**src/rtl/conv_relu_pool.sv**
```systemverilog
// conv_relu_pool: ReLU, requantise and 2x2 max-pool a 4x4 tile, then stream the 2x2 result
module conv_relu_pool #(
  parameter int IN_W  = 16,
  parameter int OUT_W = 8,
  parameter int ROUND = 1
) (
  input  logic                             clk,
  input  logic                             rst,
  input  logic                             start,
  input  logic [0:3][0:3][IN_W-1:0]        c_in,
  input  logic [3:0]                       shift_amt,
  output logic                             busy,
  output logic [0:1][0:1][OUT_W-1:0]       pooled,
  output logic [OUT_W-1:0]                 out_data,
  output logic                             out_valid,
  input  logic                             out_ready,
  output logic                             out_last,
  output logic                             done
);
  typedef enum logic [1:0] {IDLE, POOL, STREAM, FIN} state_t;
  state_t                       state_q;
  logic [0:3][0:3][IN_W-1:0]    tile_q;
  logic [3:0]                   sh_q;
  logic [3:0]                   k_q;
  logic [1:0]                   s_q;
  logic [OUT_W-1:0]             max_q;
  logic [0:1][0:1][OUT_W-1:0]   pooled_q;
  logic [OUT_W-1:0]             out_data_q;
  logic                         valid_q;
  logic                         last_q;
  logic                         busy_q;
  logic                         done_q;
  logic [IN_W-1:0]              x_d;
  logic [IN_W:0]                r_d;
  logic [IN_W:0]                q_d;
  logic [OUT_W-1:0]             t_d;
  logic [OUT_W-1:0]             m_d;
  logic [1:0]                   sn_d;
  logic [OUT_W-1:0]             nxt_d;
  // k walks windows row-major, elements TL,TR,BL,BR: row={k3,k1}, col={k2,k0}
  always_comb begin
    x_d   = tile_q[{k_q[3], k_q[1]}][{k_q[2], k_q[0]}];
    r_d   = x_d[IN_W-1] ? '0 : {1'b0, x_d};
    q_d   = (r_d + ((ROUND != 0 && sh_q != 4'd0) ? (IN_W+1)'(1) << (sh_q - 4'd1) : '0)) >> sh_q;
    t_d   = (q_d > (IN_W+1)'((1 << OUT_W) - 1)) ? '1 : q_d[OUT_W-1:0];
    m_d   = (k_q[1:0] == 2'd0 || t_d > max_q) ? t_d : max_q;
    sn_d  = valid_q ? s_q + 2'd1 : s_q;
    nxt_d = pooled_q[sn_d[1]][sn_d[0]];
  end
  // tile capture, pooling walk and output stream sequencing
  always_ff @(posedge clk) begin
    if (rst) begin
      state_q    <= IDLE;
      tile_q     <= '0;
      sh_q       <= '0;
      k_q        <= '0;
      s_q        <= '0;
      max_q      <= '0;
      pooled_q   <= '0;
      out_data_q <= '0;
      valid_q    <= 1'b0;
      last_q     <= 1'b0;
      busy_q     <= 1'b0;
      done_q     <= 1'b0;
    end else begin
      case (state_q)
        IDLE: begin
          done_q <= 1'b0;
          if (start) begin
            tile_q  <= c_in;
            sh_q    <= shift_amt;
            busy_q  <= 1'b1;
            k_q     <= '0;
            state_q <= POOL;
          end
        end
        POOL: begin
          max_q <= m_d;
          if (k_q[1:0] == 2'd3) pooled_q[k_q[3]][k_q[2]] <= m_d;
          k_q <= k_q + 4'd1;
          if (k_q == 4'd15) begin
            s_q     <= '0;
            state_q <= STREAM;
          end
        end
        STREAM: begin
          if (!valid_q || out_ready) begin
            if (valid_q && s_q == 2'd3) begin
              valid_q <= 1'b0;
              last_q  <= 1'b0;
              done_q  <= 1'b1;
              state_q <= FIN;
            end else begin
              valid_q    <= 1'b1;
              out_data_q <= nxt_d;
              last_q     <= sn_d == 2'd3;
              s_q        <= sn_d;
            end
          end
        end
        default: begin
          done_q  <= 1'b0;
          busy_q  <= 1'b0;
          state_q <= IDLE;
        end
      endcase
    end
  end
  assign busy      = busy_q;
  assign pooled    = pooled_q;
  assign out_data  = out_data_q;
  assign out_valid = valid_q;
  assign out_last  = last_q;
  assign done      = done_q;
endmodule

```
**config.mk**
```make
export PLATFORM = sky130hd
export DESIGN_NAME = conv_relu_pool
export DESIGN_NICKNAME = d
export VERILOG_FILES = /design/src/rtl/conv_relu_pool.sv
export SDC_FILE = /design/constraint.sdc
export NUM_CORES = 1
export LEC_CHECK = 0
export ABC_AREA = 1
export BUFFER_PORTS_ARGS = -buffer_cell sky130_fd_sc_hd__buf_4
export CORE_MARGIN = 8
export CORE_UTILIZATION = 45
export DETAILED_ROUTE_END_ITERATION = 12
export GPL_TIMING_DRIVEN = 0
export PLACE_DENSITY = 0.65
export SLEW_MARGIN = 20
export SYNTH_ARGS = -nofsm -noshare
export SYNTH_HDL_FRONTEND = slang
export SYNTH_SLANG_ARGS = --single-unit
```
**constraint.sdc**
```tcl
create_clock -name clk -period 13.9 [get_ports clk]
set_input_delay 2.085 -clock clk [delete_from_list [all_inputs] [get_ports clk]]
set_output_delay 2.085 -clock clk [all_outputs]
set_load 0.01 [all_outputs]
```
# After elaboration in Yosys (flattened, before gate mapping)
# Cells that the tools add are included.
# W data, S select, Z words.
dict set report totals {
  elab_cells 127
  output_inout_bits 44
  reg_bits 320
  inputBits 264
}
dict set report op_classes {
  muxes 40
  add_sub_neg 4
  n_shift 2
  eq_ne 11
  reduce_logical 21
  n_lt_le_gt_ge 10
  n_bitwise 9
}
# op count
set ops {}
lappend ops {{$bmux W64 S2} 1}
lappend ops {{$mux W64} 2}
lappend ops {{$mux W16} 6}
lappend ops {{$mux W8} 6}
lappend ops {{$bmux W16 S2} 1}
lappend ops {{$bwmux W32} 1}
lappend ops {{$add A15 B17 Y17} 1}
lappend ops {{$gt A17 B8 Y1 const B} 1}
lappend ops {{$mux W17} 1}
lappend ops {{$shl A1 B4 Y17 const A} 1}
lappend ops {{$shr A17 B4 Y17} 1}
lappend ops {{$demux W16 S1} 1}
lappend ops {{$mux W2} 8}
lappend ops {{$mux W15} 1}
lappend ops {{$ne A2 B2 Y1 const B} 5}
lappend ops {{$reduce_and A2 Y1} 5}
lappend ops {{$demux W8 S1} 1}
lappend ops {{$eq A2 B2 Y1 const B} 4}
lappend ops {{$ge A2 B2 Y1 const B} 4}
lappend ops {{$gt A8 B8 Y1} 1}
lappend ops {{$not A1 Y2} 4}
lappend ops {{$pmux W4 S2} 1}
lappend ops {{$reduce_and A4 Y1} 2}
lappend ops {{$ge A3 B3 Y1 const B} 2}
lappend ops {{other kinds (21)} 36}

# Longest topological paths before layout
dict set report logic_depth {
  depth_word 16
  depth_mapped 38
  depth_no_buf 36
}

# Least setup slack after synthesis
# OpenSTA, ideal clock, no wires.
dict set report synth_path {
  kind {reg-to-reg}
  from {reg k_q[1]}
  to {reg max_q[0]}
  setup_slack_ns 8.944
  t_required_ns 13.769
  period_less_slack_ns 4.956
  n_path_buf 3
  setup_ns 0.131
  path_stages_with_launch 32
  t_arrival_ns 4.825
  cell_sequence {dfxtp_1 -> inv_1 -> clkbuf_1 -> clkbuf_1 -> nor2_1 -> o221ai_1 -> o21ai_0 -> a211oi_1 -> ha_1 -> fa_1 -> nand2_1 -> a21oi_2 -> nand3_1 -> nand4_1 -> nand3_1 -> nand3_1 -> nand3_1 -> nand3_1 -> nand2_2 -> nor2_8 -> buf_8 -> nand3_1 -> ha_1 -> nand2_1 -> inv_1 -> a221oi_1 -> o21ai_0 -> o41ai_1 -> nand2_1 -> or2_2 -> nand2_1 -> a21oi_1}
}
dict set report synth_between {
  elab_chain_cells 15
  elab_cells_between_ends 16
  cone_classes {add/sub: 1; order compare: 2; shift: 1; mux: 9; bitwise: 1; reduce/logical: 2}
}
# item line
set synth_lines {}
lappend synth_lines {{from (decl)} 24} ;# logic [3:0] k_q;
lappend synth_lines {{from (signal assigned)} 80} ;# k_q <= k_q + 4'd1;
lappend synth_lines {{$not A2 Y3 (implied by the code)} 42} ;# x_d = tile_q[{k_q[3], k_q[1]}][{k_q[2], k_q[0]}];
lappend synth_lines {{$bmux W64 S2} 42}
lappend synth_lines {{$mux W64 (implied by the code) (2 in series)} 42}
lappend synth_lines {{$bmux W16 S2} 42}
lappend synth_lines {{$mux W16 (implied by the code) (2 in series)} 42}
lappend synth_lines {{$mux W15} 43} ;# r_d = x_d[IN_W-1] ? '0 : {1'b0, x_d};
lappend synth_lines {{$add A15 B17 Y17} 44} ;# q_d = (r_d + ((ROUND != 0 && sh_q != 4'd0) ? (IN_W+1)'(1) << (sh_q - 4'd1) : '0)) >> sh_q;
lappend synth_lines {{$shr A17 B4 Y17} 44}
lappend synth_lines {{$gt A17 B8 Y1} 45} ;# t_d = (q_d > (IN_W+1)'((1 << OUT_W) - 1)) ? '1 : q_d[OUT_W-1:0];
lappend synth_lines {{$mux W8} 45}
lappend synth_lines {{$gt A8 B8 Y1} 46} ;# m_d = (k_q[1:0] == 2'd0 || t_d > max_q) ? t_d : max_q;
lappend synth_lines {{$logic_or A1 B1 Y1} 46}
lappend synth_lines {{$mux W8 *} 46}
lappend synth_lines {{to (signal assigned)} 78} ;# max_q <= m_d;
lappend synth_lines {{to (decl)} 26} ;# logic [OUT_W-1:0] max_q;
# Every way passes the cells marked *; elsewhere a longest branch is shown, timed or not. The select of a mux whose other input is x is not followed.
# A chain may end at the register's enable or synchronous reset.

# Worst setup path after layout
dict set report layout_path {
  from {reg k_q[3]}
  to {reg pooled_q (netlist bit pooled[1])}
}
dict set report layout_between {
  elab_chain_cells 16
  elab_cells_between_ends 22
  cone_classes {add/sub: 1; order compare: 4; shift: 1; mux: 12; bitwise: 2; reduce/logical: 2}
}
# item line
set layout_lines {}
lappend layout_lines {{$not A2 Y3 (implied by the code)} 42}
lappend layout_lines {{$bmux W64 S2} 42}
lappend layout_lines {{$mux W64 (implied by the code) (2 in series)} 42}
lappend layout_lines {{$bmux W16 S2} 42}
lappend layout_lines {{$mux W16 (implied by the code) (2 in series)} 42}
lappend layout_lines {{$mux W15} 43}
lappend layout_lines {{$add A15 B17 Y17} 44}
lappend layout_lines {{$shr A17 B4 Y17} 44}
lappend layout_lines {{$gt A17 B8 Y1} 45}
lappend layout_lines {{$mux W8} 45}
lappend layout_lines {{$gt A8 B8 Y1} 46}
lappend layout_lines {{$logic_or A1 B1 Y1} 46}
lappend layout_lines {{$mux W8} 46}
lappend layout_lines {{$bwmux W32 *} 79} ;# if (k_q[1:0] == 2'd3) pooled_q[k_q[3]][k_q[2]] <= m_d;
lappend layout_lines {{to (signal, indexed assignment)} 79}
lappend layout_lines {{to (decl)} 27} ;# logic [0:1][0:1][OUT_W-1:0] pooled_q;
# Marks and branches as above.

==> summary.txt <==
Outcome
  • Status: finished clean

Finish
  • Share of cells above drive strength 1: approximately 15%
  • Multi-input gate area: 8230 um^2
  • Most frequent cells in the layout: nor2_1 (702), o21ai_0 (477), dfxtp_1 (320)
  • Commonest non-fill, non-tap cell in the layout: nor2_1
  • Layout filler cell count: between 3000 and 4000
  • Non-Filler Instances: between 3000 and 4000
  • Final Util: 57.1%
  • Sequential cell area: between 6000 and 7000 um^2
  • N_diodes: 0
  • Layout Area Growth over Synthesis: 25.4%
  • Nets: around 2900

Worst setup path
  • CP Launch Type: flop
  • CP peak stage delay: 0.66 ns
  • CP max FO: 10
  • Largest delay share family, worst path: compound AO/OA/AOI/OAI gates
  • Crit-path slowest cell: clkbuf_1
  • Crit path DAT: 7.91 ns
  • Cell mode on critical path: nand2_1
  • WP buf/inv: 5
  • Crit Path Category: reg -> reg
  • Critical path data required time: 14.29 ns
  • Crit end category: flop

Synth
  • Asr flop ratio synth: 0%
  • Post-synth EDFFs: 0
  • Syn Inst Count: approximately 2300
  • Seq/Total Area, Yosys: between 40% and 50%
  • Library cells used by synthesis: 43
  • Post-Syn Area: 15600 um^2
  • Net Count, Synth: around 2600
  • Syn_area_per_cell: 6.82 um^2
  • Top-area cell type share of the netlist area: 40.9%
  • Ys flop type: dfxtp_1
  • Ys Warns: 0
  • Synth top area cells: dfxtp_1 (41%), nor2_1 (17%), o21ai_0 (15%), nand2_1 (3.9%), clkbuf_1 (3.8%)
  • FF+latch count, synth: 320
  • Synth area leader: dfxtp_1

Clock network
  • Sinks on Clock Net: 320
  • Hold_buf cts: 0
  • Maximum buffer depth of the clock tree: 3
  • # Post-CTS Setup Buffers: 0
  • CTS tree: done
  • Post-CTS Resized: 0
  • Clock latency on the worst-skew pair: roughly 0.53 ns
  • TritonCTS Buffers: 37
  • Clock root cell: clkbuf_16
  • H-tree depth: 2
  • Worst-path clk slew: 0.06 ns

Die
  • Overall die area: 41000 um^2
  • DIE WIDTH: 202 um
  • Initial core utilization: 45.5%
  • Core footprint: 34400 um^2
  • Row cnt: between 60 and 70
  • Num ports: 308
  • Die Ht: 202 um

Routing
  • Met2 Routed Length: 30.0 mm
  • Met3 WL: 5.00 mm
  • Top Layer Used: met5
  • ANT nets after route: 0
  • Via density per instance: 5.56
  • DRT Wirelength: 65.3 mm
  • Starting DRT DRC Count: roughly 1600
  • Drt drc: 0
  • Via count: 17351
  • Metal1 wirelength: 27.8 mm
  • WL/cell: between 20 and 25 um
  • 1st-pass router iterations: 6

Placement
  • Placed cells: 3057
  • Port bufs: 306
  • Dpl ws: between 6 and 7 ns
  • Routability cong.: roughly 0.94
  • HPWL Detailed: 51.2 mm

STA
  • Fin. Hold Viols: 0
  • Actual slew at the worst max-slew pin: 1.09 ns
  • Setup Skew: between 0.015 and 0.02 ns
  • Fmax: 0.133 GHz
  • Slew headroom: 27.1%
  • Max-slew violation count: 0
  • # setup viols final: 0
  • RSZ-0062 raised after global routing: false
  • Final Worst Setup Slack: 6.37 ns
  • Tmin final: 7.53 ns
  • Worst hold slack: roughly 0.47 ns
  • TNS Setup: 0 ns
  • Period utilization: 54.1%

GRT
  • Largest net degree at the start of global routing: 13
  • Initial antenna violation count: 1
  • GRT overflow: 0
  • GRT Util Overall: 30.4%
  • First-pass GRT wire length: 98.2 mm
  • Vias in the first global route: 16983

Pwr
  • Worst VDD drop: 0.000104 V
  • PD cells: approximately 190 nW/um^2
  • Leakage: between 0.008 and 0.009 uW

Hold path
  • Hold/Removal Path Class: reg -> reg

Job
  • Maxcap violations: 0
## worst paths after layout
kind                                             from                      to  slack (ns)  depth (start not counted)
worst max register to register    k_q[3]$_SDFFE_PP0P_  pooled[1]$_SDFFE_PP0P_        6.37                         30
worst min register to register  out_last$_SDFFE_PP0P_   out_last$_SDFFE_PP0P_        0.47                          2
worst min-delay path            out_last$_SDFFE_PP0P_   out_last$_SDFFE_PP0P_        0.47                          2
worst max-delay path              k_q[3]$_SDFFE_PP0P_  pooled[1]$_SDFFE_PP0P_        6.37                         30
## flip-flops by register name, summed over array words and instances, names as in the netlist
signal and count:
done 1, s_q 2, out_valid 1, k_q 4, out_data 8, pooled 32, sh_q 4, out_last 1
max_q 8, busy 1, state_q 2, tile_q 256
## worst reg2reg max path: cells and delay by family, from the launching register on
kind / cells / cell delay [ns]
AO/OA/AOI/OAI: 7 / 2.12
AND/OR/NAND/NOR: 15 / 1.97
buffers and inverters: 5 / 1.80
adder cells (fa/ha/maj): 3 / 0.99
flip-flops: 1 / 0.51
## synth_stat cells, types with 8 or more instances
master    instances
o221ai_1         47
nand4_1          14
a21oi_2          12
dfxtp_1         320
a211oi_1         19
nor2_1          702
nand3_1          83
nand3_2           9
ha_1             30
inv_1            85
o22ai_1          19
o21ai_0         477
clkbuf_1        158
nand2_1         163
a21oi_1          83
buf_1             8
nor3_1           12
## layer usage
layer | up-vias | track usage, %
met1 | 8093 | 39.5
met5 | - | 0
met3 | 137 | 5.12
met4 | 2 | 11.8
met2 | 729 | 50.0
li1 | 8390 | -
## through the flow
stage          power [uW]  area, um^2
2_1_floorplan        2290       15600
3_3_place_gp         2810       18500
3_5_place_dp         2840       18500
4_1_cts              3760       19600
5_1_grt              4010       19600
6_report             3780       19600
## cell families (layout without fill, tap and decap cells)
family	Yosys count	count (layout)	share of synthesized area, %
buffers and inverters	264	631	6.47
and+or+nand+nor	1009	1009	26.4
AOI/OAI and AO/OA	669	669	23.5
adders and majority gates	31	31	2.53
xor gates and xnor gates	3	3	0.168
DFF	320	320	40.9
## power by group
| part | switching, uW | total [uW] | internal [uW] |
|---|---|---|---|
| logic | 1070 | 1580 | 516 |
| clock network | 392 | 922 | 530 |
| registers | 134 | 1270 | 1140 |
| total | 1590 | 3780 | 2190 |
## area by class of cell
cell class | instances | share of cell area, %
clock inverters | 12 | 0.523
repair buffers | 306 | 11.7
flip-flops and latches | 320 | 32.6
plain buffers | 173 | 3.42
multi-input cells | 1712 | 41.9
well taps | 455 | 2.90
inverters | 91 | 1.74
clock buffers | 49 | 5.15
Power figures use the tool's default switching activity.
